**config.mk**
```make
export PLATFORM = sky130hd
export DESIGN_NAME = divide_seq
export DESIGN_NICKNAME = d
export VERILOG_FILES = /design/src/rtl/div_pkg.sv /design/src/rtl/divide_seq_unitary.sv /design/src/rtl/divide_seq.sv
export SDC_FILE = /design/constraint.sdc
export NUM_CORES = 1
export LEC_CHECK = 0
export CAP_MARGIN = 20
export CELL_PAD_IN_SITES_DETAIL_PLACEMENT = 1
export CELL_PAD_IN_SITES_GLOBAL_PLACEMENT = 1
export CORE_MARGIN = 2
export CORE_UTILIZATION = 41
export CTS_CLUSTER_SIZE = 30
export DETAILED_ROUTE_END_ITERATION = 12
export HOLD_SLACK_MARGIN = 0.15
export PLACE_DENSITY_LB_ADDON = 0.1
export SLEW_MARGIN = 20
export SYNTH_ARGS = -nofsm -noshare
export SYNTH_HDL_FRONTEND = slang
export SYNTH_SLANG_ARGS = --single-unit
```
**constraint.sdc**
```tcl
create_clock -name clk -period 3.2 [get_ports clk]
set_input_delay 0.48 -clock clk [delete_from_list [all_inputs] [get_ports clk]]
set_output_delay 0.48 -clock clk [all_outputs]
set_load 0.01 [all_outputs]
```
**src/rtl/div_pkg.sv**
```systemverilog
// Shared definitions for the multi-lane sequential divider.
//   - state_t : controller state encoding (IDLE / BUSY / DONE)
//   - NBITS, NDATA : default lane width and lane count
//   - ITER    : restoring steps per bundle at the default width
//   - lane_lo : low bit offset of a lane inside a packed bus
package div_pkg;

    typedef enum logic [1:0] {
        IDLE = 2'd0,
        BUSY = 2'd1,
        DONE = 2'd2
    } state_t;

    localparam int unsigned NBITS = 4;
    localparam int unsigned NDATA = 3;
    localparam int unsigned ITER  = 2 * NBITS;

    function automatic int unsigned lane_lo(input int unsigned lane,
                                            input int unsigned width);
        return lane * width;
    endfunction

endpackage

```
**src/rtl/divide_seq_unitary.sv**
```systemverilog
// One divider lane: restoring division, one quotient bit per step.
// Ports:
//   clk, rst      clock and synchronous active-high reset
//   load          capture dividend/divisor, clear partial remainder
//   step          perform one restoring step
//   last          this step is the final one; latch the results
//   dividend_i    2*Nbits dividend
//   divisor_i     Nbits divisor
//   quotient_o    2*Nbits quotient (held until the next bundle completes)
//   remainder_o   Nbits remainder
//   div_by_zero_o divisor of the completed bundle was zero
module divide_unitary
    import div_pkg::*;
#(
    parameter int unsigned Nbits = NBITS
) (
    input  logic               clk,
    input  logic               rst,
    input  logic               load,
    input  logic               step,
    input  logic               last,
    input  logic [2*Nbits-1:0] dividend_i,
    input  logic [Nbits-1:0]   divisor_i,
    output logic [2*Nbits-1:0] quotient_o,
    output logic [Nbits-1:0]   remainder_o,
    output logic               div_by_zero_o
);

    logic [Nbits:0]     r_q, r_d;
    logic [2*Nbits-1:0] q_q, q_d;
    logic [Nbits-1:0]   d_q, d_d;
    logic               dbz_q, dbz_d;

    // Result registers are separate from the working registers so the
    // outputs stay frozen through the next bundle's BUSY phase.
    logic [2*Nbits-1:0] quo_q, quo_d;
    logic [Nbits-1:0]   rem_q, rem_d;
    logic               dbz_out_q, dbz_out_d;

    logic [Nbits:0]     r_shift;
    logic [Nbits:0]     r_step;
    logic [2*Nbits-1:0] q_step;
    logic               take;

    always_comb begin
        // Q doubles as the dividend shift register: its MSB feeds R while
        // the new quotient bit enters at the LSB.
        r_shift = {r_q[Nbits-1:0], q_q[2*Nbits-1]};
        take    = (r_shift >= {1'b0, d_q});
        r_step  = take ? (r_shift - {1'b0, d_q}) : r_shift;
        q_step  = {q_q[2*Nbits-2:0], take};

        r_d       = r_q;
        q_d       = q_q;
        d_d       = d_q;
        dbz_d     = dbz_q;
        quo_d     = quo_q;
        rem_d     = rem_q;
        dbz_out_d = dbz_out_q;

        if (load) begin
            r_d   = '0;
            q_d   = dividend_i;
            d_d   = divisor_i;
            dbz_d = (divisor_i == '0);
        end else if (step) begin
            r_d = r_step;
            q_d = q_step;
            // With D=0 every step subtracts nothing, which naturally gives
            // an all-ones quotient and the low dividend bits as remainder.
            if (last) begin
                quo_d     = q_step;
                rem_d     = r_step[Nbits-1:0];
                dbz_out_d = dbz_q;
            end
        end
    end

    always_ff @(posedge clk) begin
        if (rst) begin
            r_q       <= '0;
            q_q       <= '0;
            d_q       <= '0;
            dbz_q     <= 1'b0;
            quo_q     <= '0;
            rem_q     <= '0;
            dbz_out_q <= 1'b0;
        end else begin
            r_q       <= r_d;
            q_q       <= q_d;
            d_q       <= d_d;
            dbz_q     <= dbz_d;
            quo_q     <= quo_d;
            rem_q     <= rem_d;
            dbz_out_q <= dbz_out_d;
        end
    end

    assign quotient_o    = quo_q;
    assign remainder_o   = rem_q;
    assign div_by_zero_o = dbz_out_q;

endmodule

```
**src/rtl/divide_seq.sv**
```systemverilog
// Multi-lane sequential unsigned divider. All lanes run in lockstep under
// one controller; a bundle takes 2*Nbits steps after acceptance.
// Ports:
//   clk, rst     clock and synchronous active-high reset
//   in_valid     operand bundle valid
//   in_ready     block can accept operands (IDLE only)
//   dividend     Ndata packed 2*Nbits dividends
//   divisor      Ndata packed Nbits divisors
//   out_valid    results valid (DONE)
//   out_ready    consumer accepts results
//   quotient     Ndata packed 2*Nbits quotients
//   remainder    Ndata packed Nbits remainders
//   div_by_zero  per-lane divide-by-zero flag
//
// state | meaning
// IDLE  | waiting for an operand bundle, in_ready=1
// BUSY  | one restoring step per clock on every lane
// DONE  | results presented, waiting for out_ready
module divide_seq
    import div_pkg::*;
#(
    parameter int unsigned Nbits = NBITS,
    parameter int unsigned Ndata = NDATA
) (
    input  logic                     clk,
    input  logic                     rst,
    input  logic                     in_valid,
    output logic                     in_ready,
    input  logic [Ndata*2*Nbits-1:0] dividend,
    input  logic [Ndata*Nbits-1:0]   divisor,
    output logic                     out_valid,
    input  logic                     out_ready,
    output logic [Ndata*2*Nbits-1:0] quotient,
    output logic [Ndata*Nbits-1:0]   remainder,
    output logic [Ndata-1:0]         div_by_zero
);

    localparam int unsigned N_ITER = 2 * Nbits;
    localparam int unsigned CW     = $clog2(N_ITER);

    state_t          state_q, state_d;
    logic [CW-1:0]   cnt_q, cnt_d;
    logic            in_ready_q, in_ready_d;
    logic            out_valid_q, out_valid_d;

    logic            load;
    logic            step;
    logic            last;

    always_comb begin
        state_d     = state_q;
        cnt_d       = cnt_q;
        in_ready_d  = in_ready_q;
        out_valid_d = out_valid_q;
        load        = 1'b0;
        step        = 1'b0;
        last        = 1'b0;

        unique case (state_q)
            IDLE: begin
                if (in_valid && in_ready_q) begin
                    load       = 1'b1;
                    cnt_d      = CW'(N_ITER - 1);
                    in_ready_d = 1'b0;
                    state_d    = BUSY;
                end
            end
            BUSY: begin
                step = 1'b1;
                if (cnt_q == '0) begin
                    last        = 1'b1;
                    out_valid_d = 1'b1;
                    state_d     = DONE;
                end else begin
                    cnt_d = cnt_q - 1'b1;
                end
            end
            DONE: begin
                if (out_ready) begin
                    out_valid_d = 1'b0;
                    in_ready_d  = 1'b1;
                    state_d     = IDLE;
                end
            end
            default: begin
                state_d     = IDLE;
                in_ready_d  = 1'b1;
                out_valid_d = 1'b0;
            end
        endcase
    end

    always_ff @(posedge clk) begin
        if (rst) begin
            state_q     <= IDLE;
            cnt_q       <= '0;
            in_ready_q  <= 1'b1;
            out_valid_q <= 1'b0;
        end else begin
            state_q     <= state_d;
            cnt_q       <= cnt_d;
            in_ready_q  <= in_ready_d;
            out_valid_q <= out_valid_d;
        end
    end

    assign in_ready  = in_ready_q;
    assign out_valid = out_valid_q;

    for (genvar i = 0; i < Ndata; i++) begin : g_lane
        divide_unitary #(
            .Nbits(Nbits)
        ) u_lane (
            .clk          (clk),
            .rst          (rst),
            .load         (load),
            .step         (step),
            .last         (last),
            .dividend_i   (dividend[lane_lo(i, 2*Nbits) +: 2*Nbits]),
            .divisor_i    (divisor[lane_lo(i, Nbits) +: Nbits]),
            .quotient_o   (quotient[lane_lo(i, 2*Nbits) +: 2*Nbits]),
            .remainder_o  (remainder[lane_lo(i, Nbits) +: Nbits]),
            .div_by_zero_o(div_by_zero[i])
        );
    end

endmodule

```
==> flow_summary.toml <==
[power]
intPower_mw = 2.03
peakVddDrop_uv = 216
clkPwrFrac_pct = 26.9
seqPwrFrac_pct = 44.1
p_sw_share_pct = 35.8
leakage_nw = 1.89
comb_power_share_pct = 29.0
p_sw_mw = 1.13
p_per_area_nw_per_um2 = 581

[synth]
synth-async-reset-ratio_pct = 0
synth_seq_cells = 97
syn_inst = 534
ys_warn_count = 0
syn_nets = 591
yosysSeqAreaShare_pct = 44.5
synth.distinct_cells = 48
synth_area_sq_um = 4370
syn_avg_cell_area_sq_um = 8.18
ys.flop_type = "dfxtp_1"
synth_edf_count = 0

[global_routing]
antenna_found_initial = 0
grt_pass1_vias = 4140
grt_pass1_wl_microns = 20800
grt_start_max_net_pins = 47
track_usage_pct = 22.9
grt_overflow_total = 0

[run]
maxCapViolCount = 0

[floorplan]
core_sq_um = 10300
start_util_pct = 42.3
fp.dieH_microns = 107
fp.dieW_microns = 107
rows = 37
die-area_sq_um = 11500
io_pins = 81

[detailed_routing]
drt_iter0_drc = 154
viasPerCell = 5.58
wirelength_microns = 12700
ant_nets = 0
dr_total_vias = 4120
dr.pass1.iters = 4
wl_per_cell_microns = 17.2
drc = 0

[place]
gp_congestion = 0.812
port_buffers = 80
place_area_sq_um = 5230
detailedPlacementHpwl_microns = 8720

[setup_path]
path_max_fanout = 24
cp_slowest_cell = "dfxtp_1"
startpoint_type = "flop"
critPathArrivalTime_ns = 2.48
worstSetupEndpointType = "flop"
slowest_delay_ns = 0.60
crit_type = "reg2reg"
worstPathCellList = "nor2b_2 > and2_1 > buf_4 > nand2_1 > a21oi_1"
worst_ep_required_time_ns = 3.51

[clock_tree]
cts.clk_slew.worst_paths_ns = 0.10
clk_latency_ns = 0.38
cts_buffers = 9
cts_sinks = 97
htreeDepth = 3
postCtsSetupRepairBufs = 0
cts_resized = 0
cts_root_buf = "clkbuf_8"
cts_tree = "yes"
ctsLongestPathBuffers = 2
holdBufCountCts = 0

[timing]
post-route-period-util_pct = 67.8
max_freq_mhz = 461
setup_tns_ns = 0
slew-limit-headroom_pct = 44.8
finalHoldViolations = 0
rsz0062_at_grt = "false"
drv_slew = 0
worst_pin_slew_ns = 0.828
setup_viol = 0
clock_skew_ns = 0.0128
fin_crit_ns = 2.17

[layout]
areaGrowthSynthToFinish_pct = 24.4
mostFrequentLayoutCells = "109 x nand2_1, 97 x dfxtp_1, 79 x clkdlybuf4s50_1, 74 x a21oi_1, 28 x o21ai_0"
utilization_pct = 52.6
nets = 654
fillers = 1251
n_antenna_cell = 0
final_common_cell = "nand2_1"
multi_input_area_sq_um = 2150
ff_latch_area_sq_um = 1940
drive_above_1_share_pct = 5.98
fin_area_sq_um = 5430

[outcome]
status = "completed"

[min_path]
hold_class = "in2reg"
registers in the layout (all words and copies together) (netlist names):
| signal | flops |
|---|---|
| out_valid | 1 |
| g_lane.u_lane.r_q | 12 |
| g_lane.u_lane.remainder_o | 12 |
| g_lane.u_lane.div_by_zero_o | 3 |
| cnt_q | 3 |
| in_ready | 1 |
| g_lane.u_lane.q_q | 24 |
| g_lane.u_lane.d_q | 12 |
| state_q | 2 |
| g_lane.u_lane.quotient_o | 24 |
| g_lane.u_lane.dbz_q | 3 |
per-layer routing:
metal	track usage, %	up-vias	part of all wire, %
met3	4.68	16	3.8
li1	-	2007	-
met4	8.81	0	1.8
met1	29.5	2020	46
met5	0	-	0
met2	37.6	77	48
synth_stat cells (all sizes together) (4+ instances only):
cell type	instances	area, sq um
nand2b	4	25.0
ha	14	175
nand4	4	25.0
o311ai	5	58.8
nor3	14	70.1
inv	19	71.3
or3	8	50.1
a22oi	21	158
nor4	5	31.3
clkbuf	14	52.6
a32o	9	90.1
nor2	21	81.3
nand2	109	409
buf	27	149
o21ai	30	150
nand3	19	95.1
dfxtp	97	1940
a21oi	74	370
worst max-delay path: cells and delay by family, from the launching register on:
| kind | cells | cell delay (ns) |
|---|---|---|
| flops | 1 | 0.60 |
| compound gates | 1 | 0.14 |
| simple gates | 3 | 0.95 |
| buf+inv | 1 | 0.41 |
final timing paths:
path	cells past startpoint	slack (ns)	end	startpoint
hold reg to reg	2	0.46	g_lane[0].u_lane.div_by_zero_o	g_lane[0].u_lane.dbz_q
setup reg to reg	5	1.03	g_lane[1].u_lane.quotient_o[1]	state_q[0]
hold / removal	2	0.43	g_lane[2].u_lane.d_q[0]	rst
setup / recovery	5	1.03	g_lane[1].u_lane.quotient_o[1]	state_q[0]
per-stage QoR:
step / std cells / total power, mW / worst slack (ns) / hold slack (ns)
2_1_floorplan: 534 / 2.02 / 1.48 / 0.426
3_3_place_gp: 722 / 2.29 / 0.831 / 0.442
3_5_place_dp: 722 / 2.33 / 0.812 / 0.447
4_1_cts: 738 / 3.17 / 0.992 / 0.413
5_1_grt: 738 / 3.35 / 0.843 / 0.434
6_report: 738 / 3.16 / 1.03 / 0.427
power groups by stage:
stage | registers (mW) | logic (mW) | clock network, mW
after floorplan | 1.40 | 0.623 | 0
after global routing | 1.41 | 1.02 | 0.917
after global placement | 1.42 | 0.875 | 0
after detailed placement | 1.42 | 0.911 | 0
final | 1.39 | 0.915 | 0.850
after CTS | 1.39 | 0.917 | 0.861
final cells by class:
type | instances | share of cell area (%)
multi-input cells | 376 | 39.6
flip-flops and latches | 97 | 35.7
repair buffers | 93 | 16.4
well taps | 136 | 3.13
clock buffers | 9 | 2.28
clock inverters | 7 | 1.43
inverters | 20 | 1.38
cell families after synthesis:
group | after synthesis | share of synthesized area [%]
AND/OR/NAND/NOR | 194 | 19.9
AO/OA/AOI/OAI | 161 | 23.0
flip-flops | 97 | 44.5
buffers and inverters | 61 | 6.33
multiplexers | 1 | 0.258
XOR/XNOR | 3 | 0.602
adder cells (fa/ha/maj) | 17 | 5.39
(Power assumes the default switching activity.)
